--- config.mk ---
export PLATFORM = sky130hd
export DESIGN_NAME = lif_scheduler
export DESIGN_NICKNAME = d
export VERILOG_FILES = /design/src/rtl/lif_scheduler.sv
export SDC_FILE = /design/constraint.sdc
export NUM_CORES = 1
export LEC_CHECK = 0
export ABC_AREA = 1
export CAP_MARGIN = 20
export CORE_MARGIN = 4
export CORE_UTILIZATION = 35
export CTS_CLUSTER_SIZE = 24
export DETAILED_ROUTE_END_ITERATION = 10
export DONT_BUFFER_PORTS = 1
export REMOVE_ABC_BUFFERS = 1
export SYNTH_ARGS = -nofsm -noshare
export SYNTH_HDL_FRONTEND = slang
export SYNTH_SLANG_ARGS = --single-unit
--- constraint.sdc ---
create_clock -name clk -period 4.79 [get_ports clk]
set_input_delay 0.2395 -clock clk [delete_from_list [all_inputs] [get_ports clk]]
set_output_delay 0.2395 -clock clk [all_outputs]
set_load 0.05 [all_outputs]
--- src/rtl/lif_scheduler.sv ---
// rtl/lif_scheduler.sv - time-multiplexed leaky integrate-and-fire neuron sequencer
module lif_scheduler #(
   parameter int N_NEURONS   = 4,
   parameter int STATE_W     = 8,
   parameter int THRESHOLD   = 200,
   parameter int DECAY_SHIFT = 1,
   parameter int REFRAC      = 2
) (
   input  logic                         clk,
   input  logic                         rst,
   input  logic                         tick,
   input  logic [N_NEURONS*STATE_W-1:0] cur_in,
   input  logic [$clog2(N_NEURONS)-1:0] rd_idx,
   input  logic                         clr_ovr,
   output logic                         busy,
   output logic [N_NEURONS-1:0]         spikes,
   output logic                         spikes_valid,
   output logic [STATE_W-1:0]           rd_state,
   output logic                         overrun
);
   localparam int IW = $clog2(N_NEURONS);
   localparam int RW = (REFRAC < 1) ? 1 : $clog2(REFRAC + 1);
   localparam logic [IW-1:0] LAST = IW'(N_NEURONS - 1);

   typedef enum logic [1:0] {IDLE, UPDATE, DONE} fsm_t;

   fsm_t                         fsm_q, fsm_d;
   logic [IW-1:0]                idx_q, idx_d;
   logic [N_NEURONS*STATE_W-1:0] cur_q, cur_d;
   logic [N_NEURONS-1:0]         shadow_q, shadow_d;
   logic [STATE_W-1:0]           mem_q [N_NEURONS];
   logic [STATE_W-1:0]           mem_d [N_NEURONS];
   logic [RW-1:0]                refrac_q [N_NEURONS];
   logic [RW-1:0]                refrac_d [N_NEURONS];
   logic                         busy_q, busy_d;
   logic [N_NEURONS-1:0]         spikes_q, spikes_d;
   logic                         spikes_valid_q, spikes_valid_d;
   logic [STATE_W-1:0]           rd_state_q, rd_state_d;
   logic                         overrun_q, overrun_d;

   // The single shared datapath: operands are selected by idx from the arrays.
   logic [STATE_W-1:0] s_cur;
   logic [STATE_W-1:0] c_cur;
   logic [RW-1:0]      r_cur;
   logic [STATE_W-1:0] leaked;
   logic [STATE_W:0]   sum;
   logic               fire;

   always_comb begin
      s_cur  = mem_q[idx_q];
      c_cur  = cur_q[int'(idx_q)*STATE_W +: STATE_W];
      r_cur  = refrac_q[idx_q];
      leaked = s_cur - (s_cur >> DECAY_SHIFT);
      sum    = {1'b0, leaked} + {1'b0, c_cur};
      fire   = (sum >= (STATE_W+1)'(THRESHOLD));
   end

   always_comb begin
      fsm_d          = fsm_q;
      idx_d          = idx_q;
      cur_d          = cur_q;
      shadow_d       = shadow_q;
      mem_d          = mem_q;
      refrac_d       = refrac_q;
      busy_d         = busy_q;
      spikes_d       = spikes_q;
      spikes_valid_d = 1'b0;
      rd_state_d     = '0;
      overrun_d      = overrun_q;

      // A tick outside IDLE is dropped but recorded; setting beats clearing.
      if (clr_ovr)
         overrun_d = 1'b0;
      if (tick && (fsm_q != IDLE))
         overrun_d = 1'b1;

      case (fsm_q)
         IDLE: begin
            if (tick) begin
               cur_d    = cur_in;
               idx_d    = '0;
               shadow_d = '0;
               busy_d   = 1'b1;
               fsm_d    = UPDATE;
            end
         end
         UPDATE: begin
            if (r_cur != '0) begin
               mem_d[idx_q]    = '0;
               refrac_d[idx_q] = r_cur - RW'(1);
            end else if (fire) begin
               shadow_d[idx_q] = 1'b1;
               mem_d[idx_q]    = '0;
               refrac_d[idx_q] = RW'(REFRAC);
            end else begin
               mem_d[idx_q] = sum[STATE_W-1:0];
            end
            if (idx_q == LAST) begin
               busy_d = 1'b0;
               fsm_d  = DONE;
            end else begin
               idx_d = idx_q + IW'(1);
            end
         end
         DONE: begin
            spikes_d       = shadow_q;
            spikes_valid_d = 1'b1;
            fsm_d          = IDLE;
         end
         default: fsm_d = IDLE;
      endcase

      if (int'(rd_idx) < N_NEURONS)
         rd_state_d = mem_q[rd_idx];
   end

   always_ff @(posedge clk) begin
      if (rst) begin
         fsm_q          <= IDLE;
         idx_q          <= '0;
         cur_q          <= '0;
         shadow_q       <= '0;
         mem_q          <= '{default: '0};
         refrac_q       <= '{default: '0};
         busy_q         <= 1'b0;
         spikes_q       <= '0;
         spikes_valid_q <= 1'b0;
         rd_state_q     <= '0;
         overrun_q      <= 1'b0;
      end else begin
         fsm_q          <= fsm_d;
         idx_q          <= idx_d;
         cur_q          <= cur_d;
         shadow_q       <= shadow_d;
         mem_q          <= mem_d;
         refrac_q       <= refrac_d;
         busy_q         <= busy_d;
         spikes_q       <= spikes_d;
         spikes_valid_q <= spikes_valid_d;
         rd_state_q     <= rd_state_d;
         overrun_q      <= overrun_d;
      end
   end

   assign busy         = busy_q;
   assign spikes       = spikes_q;
   assign spikes_valid = spikes_valid_q;
   assign rd_state     = rd_state_q;
   assign overrun      = overrun_q;
endmodule
## Yosys cells after proc, flatten, opt, wreduce, memory -nomap -nowiden

Index checks and enable logic that the tools add are counted.

| operators by class | value |
|---|---|
| $add $sub $neg | 4 |
| multipliers | 0 |
| div/mod/pow operators | 0 |
| $lt $le $gt $ge | 6 |
| eq/ne operators | 8 |
| shifts and indexed selects | 1 |
| multiplexer cells | 37 |
| bitwise gates (word level) | 8 |
| reductions and logical operators | 15 |

Operators with widths:

| cell | number |
|---|---|
| $mux 32 | 2 |
| $mux 8 | 7 |
| $and 32x32->32 | 1 |
| $bmux 8 s2 | 2 |
| $bwmux 32 | 1 |
| $not 32->32 | 1 |
| $shiftx 32x6->8 | 1 |
| $demux 8 s2 | 1 |
| $mux 2 | 7 |
| $mux 4 | 3 |
| $ne 2x2->1 const B | 5 |
| $reduce_bool 2->1 | 5 |
| $add 8x8->9 | 1 |
| $ge 9x8->1 const B | 1 |
| $bwmux 8 | 1 |
| $or 4x4->4 | 2 |
| $pmux 2 s2 | 2 |
| $pmux 4 s2 | 1 |
| $sub 8x7->8 | 1 |
| $ge 3x3->1 const B | 2 |
| $mux 1 | 6 |
| $not 2->3 | 2 |
| $reduce_and 2->1 | 3 |
| $reduce_and 3->1 | 2 |
| other kinds (16) | 19 |

| word-level totals | value |
|---|---|
| flip-flop bits (word level) | 95 |
| bits in latches | 0 |
| memory bits (writable) | 0 |
| ROM bits | 0 |
| bits of input ports | 38 |
| output and inout port bits | 15 |
| word-level logic and storage cells | 96 |
| memories kept | 0 |

## Longest topological paths before layout

| depth | value |
|---|---|
| depth after elaboration | 10 |
| gate-level depth with buffers | 31 |
| gate-level depth less buffers | 27 |

## Worst setup path before layout

No wires, ideal clock.

| path | value |
|---|---|
| path type | register to register |
| start | reg idx_q[0] |
| end | reg mem_q[5] (netlist name) |
| arrival | 4.107 ns |
| path slack | 0.570 ns |
| cell stages (with the launch flop) | 30 |
| buffers on the path | 4 |
| period minus slack after synthesis | 4.220 ns |
| cell sequence | dfxtp_1 > clkbuf_1 > inv_1 > clkbuf_1 > buf_1 > nor2_1 > o22ai_1 > ha_1 > inv_1 > fa_1 > nand3_1 > nand2_1 > nand2_1 > nand2_1 > a21oi_1 > xnor2_1 > ha_1 > nand2_1 > inv_1 > a21oi_1 > nand2_1 > nand2_1 > nand2_1 > nand3_4 > nand3_4 > nand2_4 > nand2_2 > buf_6 > o21ai_1 > nor2_1 |

| between the ends | value |
|---|---|
| cells in the longest elaborated chain, start to end | 9 |
| elaborated cells between the ends (all ways) | 22 |
| classes of those cells | 2 x add/sub; 3 x order compare; 1 x shift; 11 x mux; 3 x bitwise; 2 x reduce/logical |

RTL lines:

| item | RTL line | RTL |
|---|---|---|
| from (decl) | 28 | `logic [IW-1:0] idx_q, idx_d;` |
| from (signal assigned) | 132 | `idx_q <= idx_d;` |
| $not 2->3 (not written as such) | n/a |  |
| $bmux 8 s2, or another cell as far along | 50 | `s_cur = mem_q[idx_q];` |
| $mux 8 (not written as such) / $logic_and 1x1->1 (equally long branches) | n/a |  |
| $mux 8 (on tied branches) | n/a |  |
| $sub 8x7->8 / $demux 8 s2 (equally long branches) | n/a |  |
| $add 8x8->9 / $not 32->32 (equally long branches) | n/a |  |
| $ge 9x8->1, or another cell as far along | 55 | `fire = (sum >= (STATE_W+1)'(THRESHOLD));` |
| $mux 32 | 91 | `end else if (fire) begin` |
| $mux 32 * | 88 | `if (r_cur != '0) begin` |
| to (signal assigned) | 135 | `mem_q <= mem_d;` |
| to (decl) | 31 | `logic [STATE_W-1:0] mem_q [N_NEURONS];` |

Mark *: on every way between the ends. The rest lies on a longest branch, timed or not. The select of a mux whose other input is x is not followed.
A chain may end at the register's enable or synchronous reset.

## Worst setup path in the final report

| path | value |
|---|---|
| start | reg idx_q[0] |
| end | reg mem_q[6] (netlist name) |

The elaborated chain is that of the path after synthesis.

==> results.md <==
- Synthesized area: 5431 sq um
- Slew headroom: 0.3483
- Routed WL: 15.28 mm
- Tot GR Track Use: 0.1759
- Largest net degree at the start of global routing: 65
- IO Count: 53
- Data required time of the worst path: 5040 ps
- Post-synthesis instance total: 850
- Highest clock rate: 235.8 MHz
- H-Tree Depth: 3
- Vias in the first global route: 4764
- Period minus WS final: 4240 ps
- Largest stage delay, worst path: 400 ps
- Antenna violations before repair: 0
- Worst-path clk slew: 70 ps
- WHS Path Cells: 2
- N_diodes: 0
- Num CTS Buffers: 9
- Syn avg cell area: 6.390 sq um
- FILL cells: 1637
- Max stage delay cell, worst path: dfxtp_1
- Layout cells sized above 1: 0.05735
- Die X: 132.6 um
- Hold Path Origin: tick
- #FFs+latches synth: 95
- CTS root buf: clkbuf_16
- Routability Congestion: 0.9129
- Setup TNS: 0 ps
- Worst Setup End Kind: register
- Wire length per cell: 14.91 um
- Via count: 5303
- Outcome: complete, no violations
- Startpoint type of the worst setup path: register
- DRC violation count after routing: 0
- DP Wirelength: 11.16 mm
- Die extent in y: 132.6 um
- CTS tree: done
- CP top delay family: simple AND/OR/NAND/NOR gates
- R2R cell count: 25
- Nets: 894
- Worst path bufs/invs: 4
- Hold Crit Class: in2reg
- First-pass GRT wire length: 25.14 mm
- Die ar.: 17580 sq um
- Drt pass-1 iters: 5
- # Post-CTS Setup Buffers: 0
- Hold Slack: 41.74 ps
- Crit path kind: reg2reg
- Critical path peak fanout: 15
- Final core occ: 0.3886
- P_leak: 2.570 nW
- Area added between synthesis and finish: 8.754%
- Synth warn: 0
- Hold Path Sink: overrun
- Core Region: 15200 sq um
- Grt ovf: 0
- Final hold vios: 0
- DP Cell Count: 1008
- Distinct cell type count after synthesis: 33
- Max_cap viols: 0
- Clock skew: 6.601 ps
- Crit path top cell by count: nand2_1
- Std-Cell Rows: 45
- Via-per-instance ratio: 5.174
- Reg2reg setup slack: 550 ps
- Starting Density: 0.3573
- RSZ-0062 raised after global routing: no
- DRT iter0 DRCs: 482
- R2R Path End: mem_q[6]
- Max clock buf depth: 2
- Clock Latency Late Sink: 350 ps
- Period Utilization, post-route: 0.8853
- Clock Sinks: 95
- Antenna Nets Post-Route: 0
- Power per cell area: 702.8 nW/um^2
- Final Max Tran Viols: 0
- Reg-to-Reg Start: idx_q[0]
- Final setup violation count: 0
- Worst slew pin tran: 976.5 ps
- Port Buffers: 0
- Fin cells: 1025
- Peak supply drop: 532.4 uV
- Arrival @ worst endpoint: 4490 ps
- Sequential area share after synthesis: 0.3501
==> per-stage QoR <==
stage | total power [mW] | instance area (sq um) | setup WS (ps)
4_1_cts | 4.123 | 5852 | 332.8
3_5_place_dp | 3.430 | 5569 | 415.0
3_3_place_gp | 3.435 | 5569 | 450.7
6_report | 4.151 | 5907 | 549.6
2_1_floorplan | 2.756 | 5236 | -90.10
5_1_grt | 4.529 | 5907 | 61.90
==> power by group <==
part | switching (mW) | leakage [nW] | internal [mW] | total (mW)
logic | 1.69 | 1.66 | 0.779 | 2.47
registers | 0.115 | 0.779 | 0.888 | 1.00
clock network | 0.313 | 0.131 | 0.363 | 0.676
total | 2.12 | 2.57 | 2.03 | 4.15
==> per-layer routing <==
layer / vias up / GRT usage / routed length (um) / part of all wire
li1: 2716 / - / - / -
met5: - / 0 / 0 / 0
met1: 2361 / 0.2501 / 7300 / 0.48
met2: 194 / 0.2609 / 6345 / 0.42
met4: 0 / 0.06120 / 377 / 0.025
met3: 32 / 0.04106 / 1254 / 0.082
==> final cells by class <==
cell class                      instances  area, sq um  share of cell area
Clock buffer                           10        239.0             0.04046
Tap cell                              188        235.2             0.03982
Clock inverter                          4        33.78            0.005719
Inverter                               79        296.5             0.05020
Sequential cell                        95         1902              0.3220
Timing Repair Buffer                   16        160.2             0.02711
Multi-Input combinational cell        633         3040              0.5147
==> placed cells by master (no fill, tap or decap), types with 2 or more instances in the layout <==
master,n
inv_2,5
xnor2_1,4
dfxtp_1,95
fa_1,2
nor2_1,213
nand2_2,8
o21ai_0,79
nand3_4,2
a21oi_1,52
nand3_1,62
inv_1,70
nor2_2,2
ha_1,20
nand4_1,4
nand2_1,133
nand3b_1,2
clkinv_4,3
o22ai_1,9
clkinv_1,4
buf_4,13
o211ai_1,4
nor3_1,4
o21ai_1,21
a32oi_1,6
clkbuf_16,10
==> kinds of logic after synthesis <==
family,synth area share
and+or+nand+nor,0.3280
AOI/OAI and AO/OA,0.1698
buffers and inverters,0.09053
DFF,0.3501
adders and majority gates,0.05344
xor gates and xnor gates,0.008062
==> worst max path at each step <==
stage	start	end	slack, ps	cells after the start
final	idx_q[0]	mem_q[6]	550	25
after global routing	idx_q[1]	mem_q[24]	60	25
after CTS	idx_q[0]	mem_q[30]	330	25
after detailed placement	idx_q[0]	mem_q[30]	420	25
after global placement	idx_q[0]	mem_q[28]	450	25
after floorplan	idx_q[0]	mem_q[14]	-90	20
==> flip-flops by register name, indices dropped and copies added (netlist names) <==
name	flops
spikes_valid	1
busy	1
refrac_q	8
idx_q	2
spikes	4
overrun	1
cur_q	32
shadow_q	4
rd_state	8
mem_q	32
fsm_q	2
==> what timing repair did <==
action / CTS / global route
hold endpoints to repair: 28 / 0
gates resized for setup: 0 / 2
endpoints found under the setup margin: 0 / 25
hold buffers: 1 / 0
==> Yosys cell counts (all sizes together) <==
library cell	number	area, sq um
nor2	215	812.0
nand2	142	558.0
o21ai	100	500.5
dfxtp	95	1902
inv	75	281.5
nand3	64	345.3
a21oi	52	260.3
clkbuf	30	112.6
ha	20	250.2
buf	13	82.57
o22ai	9	56.30
a32oi	6	52.55
clkinv	4	15.01
nand4	4	25.02
nor3	4	20.02
o211ai	4	30.03
xnor2	4	35.03
fa	2	40.04
nand3b	2	15.01
a21o	1	7.510
a22oi	1	7.510
o31ai	1	7.510
or2	1	6.260
xor2	1	8.760
No activity file was read; power rests on OpenSTA's default activity.
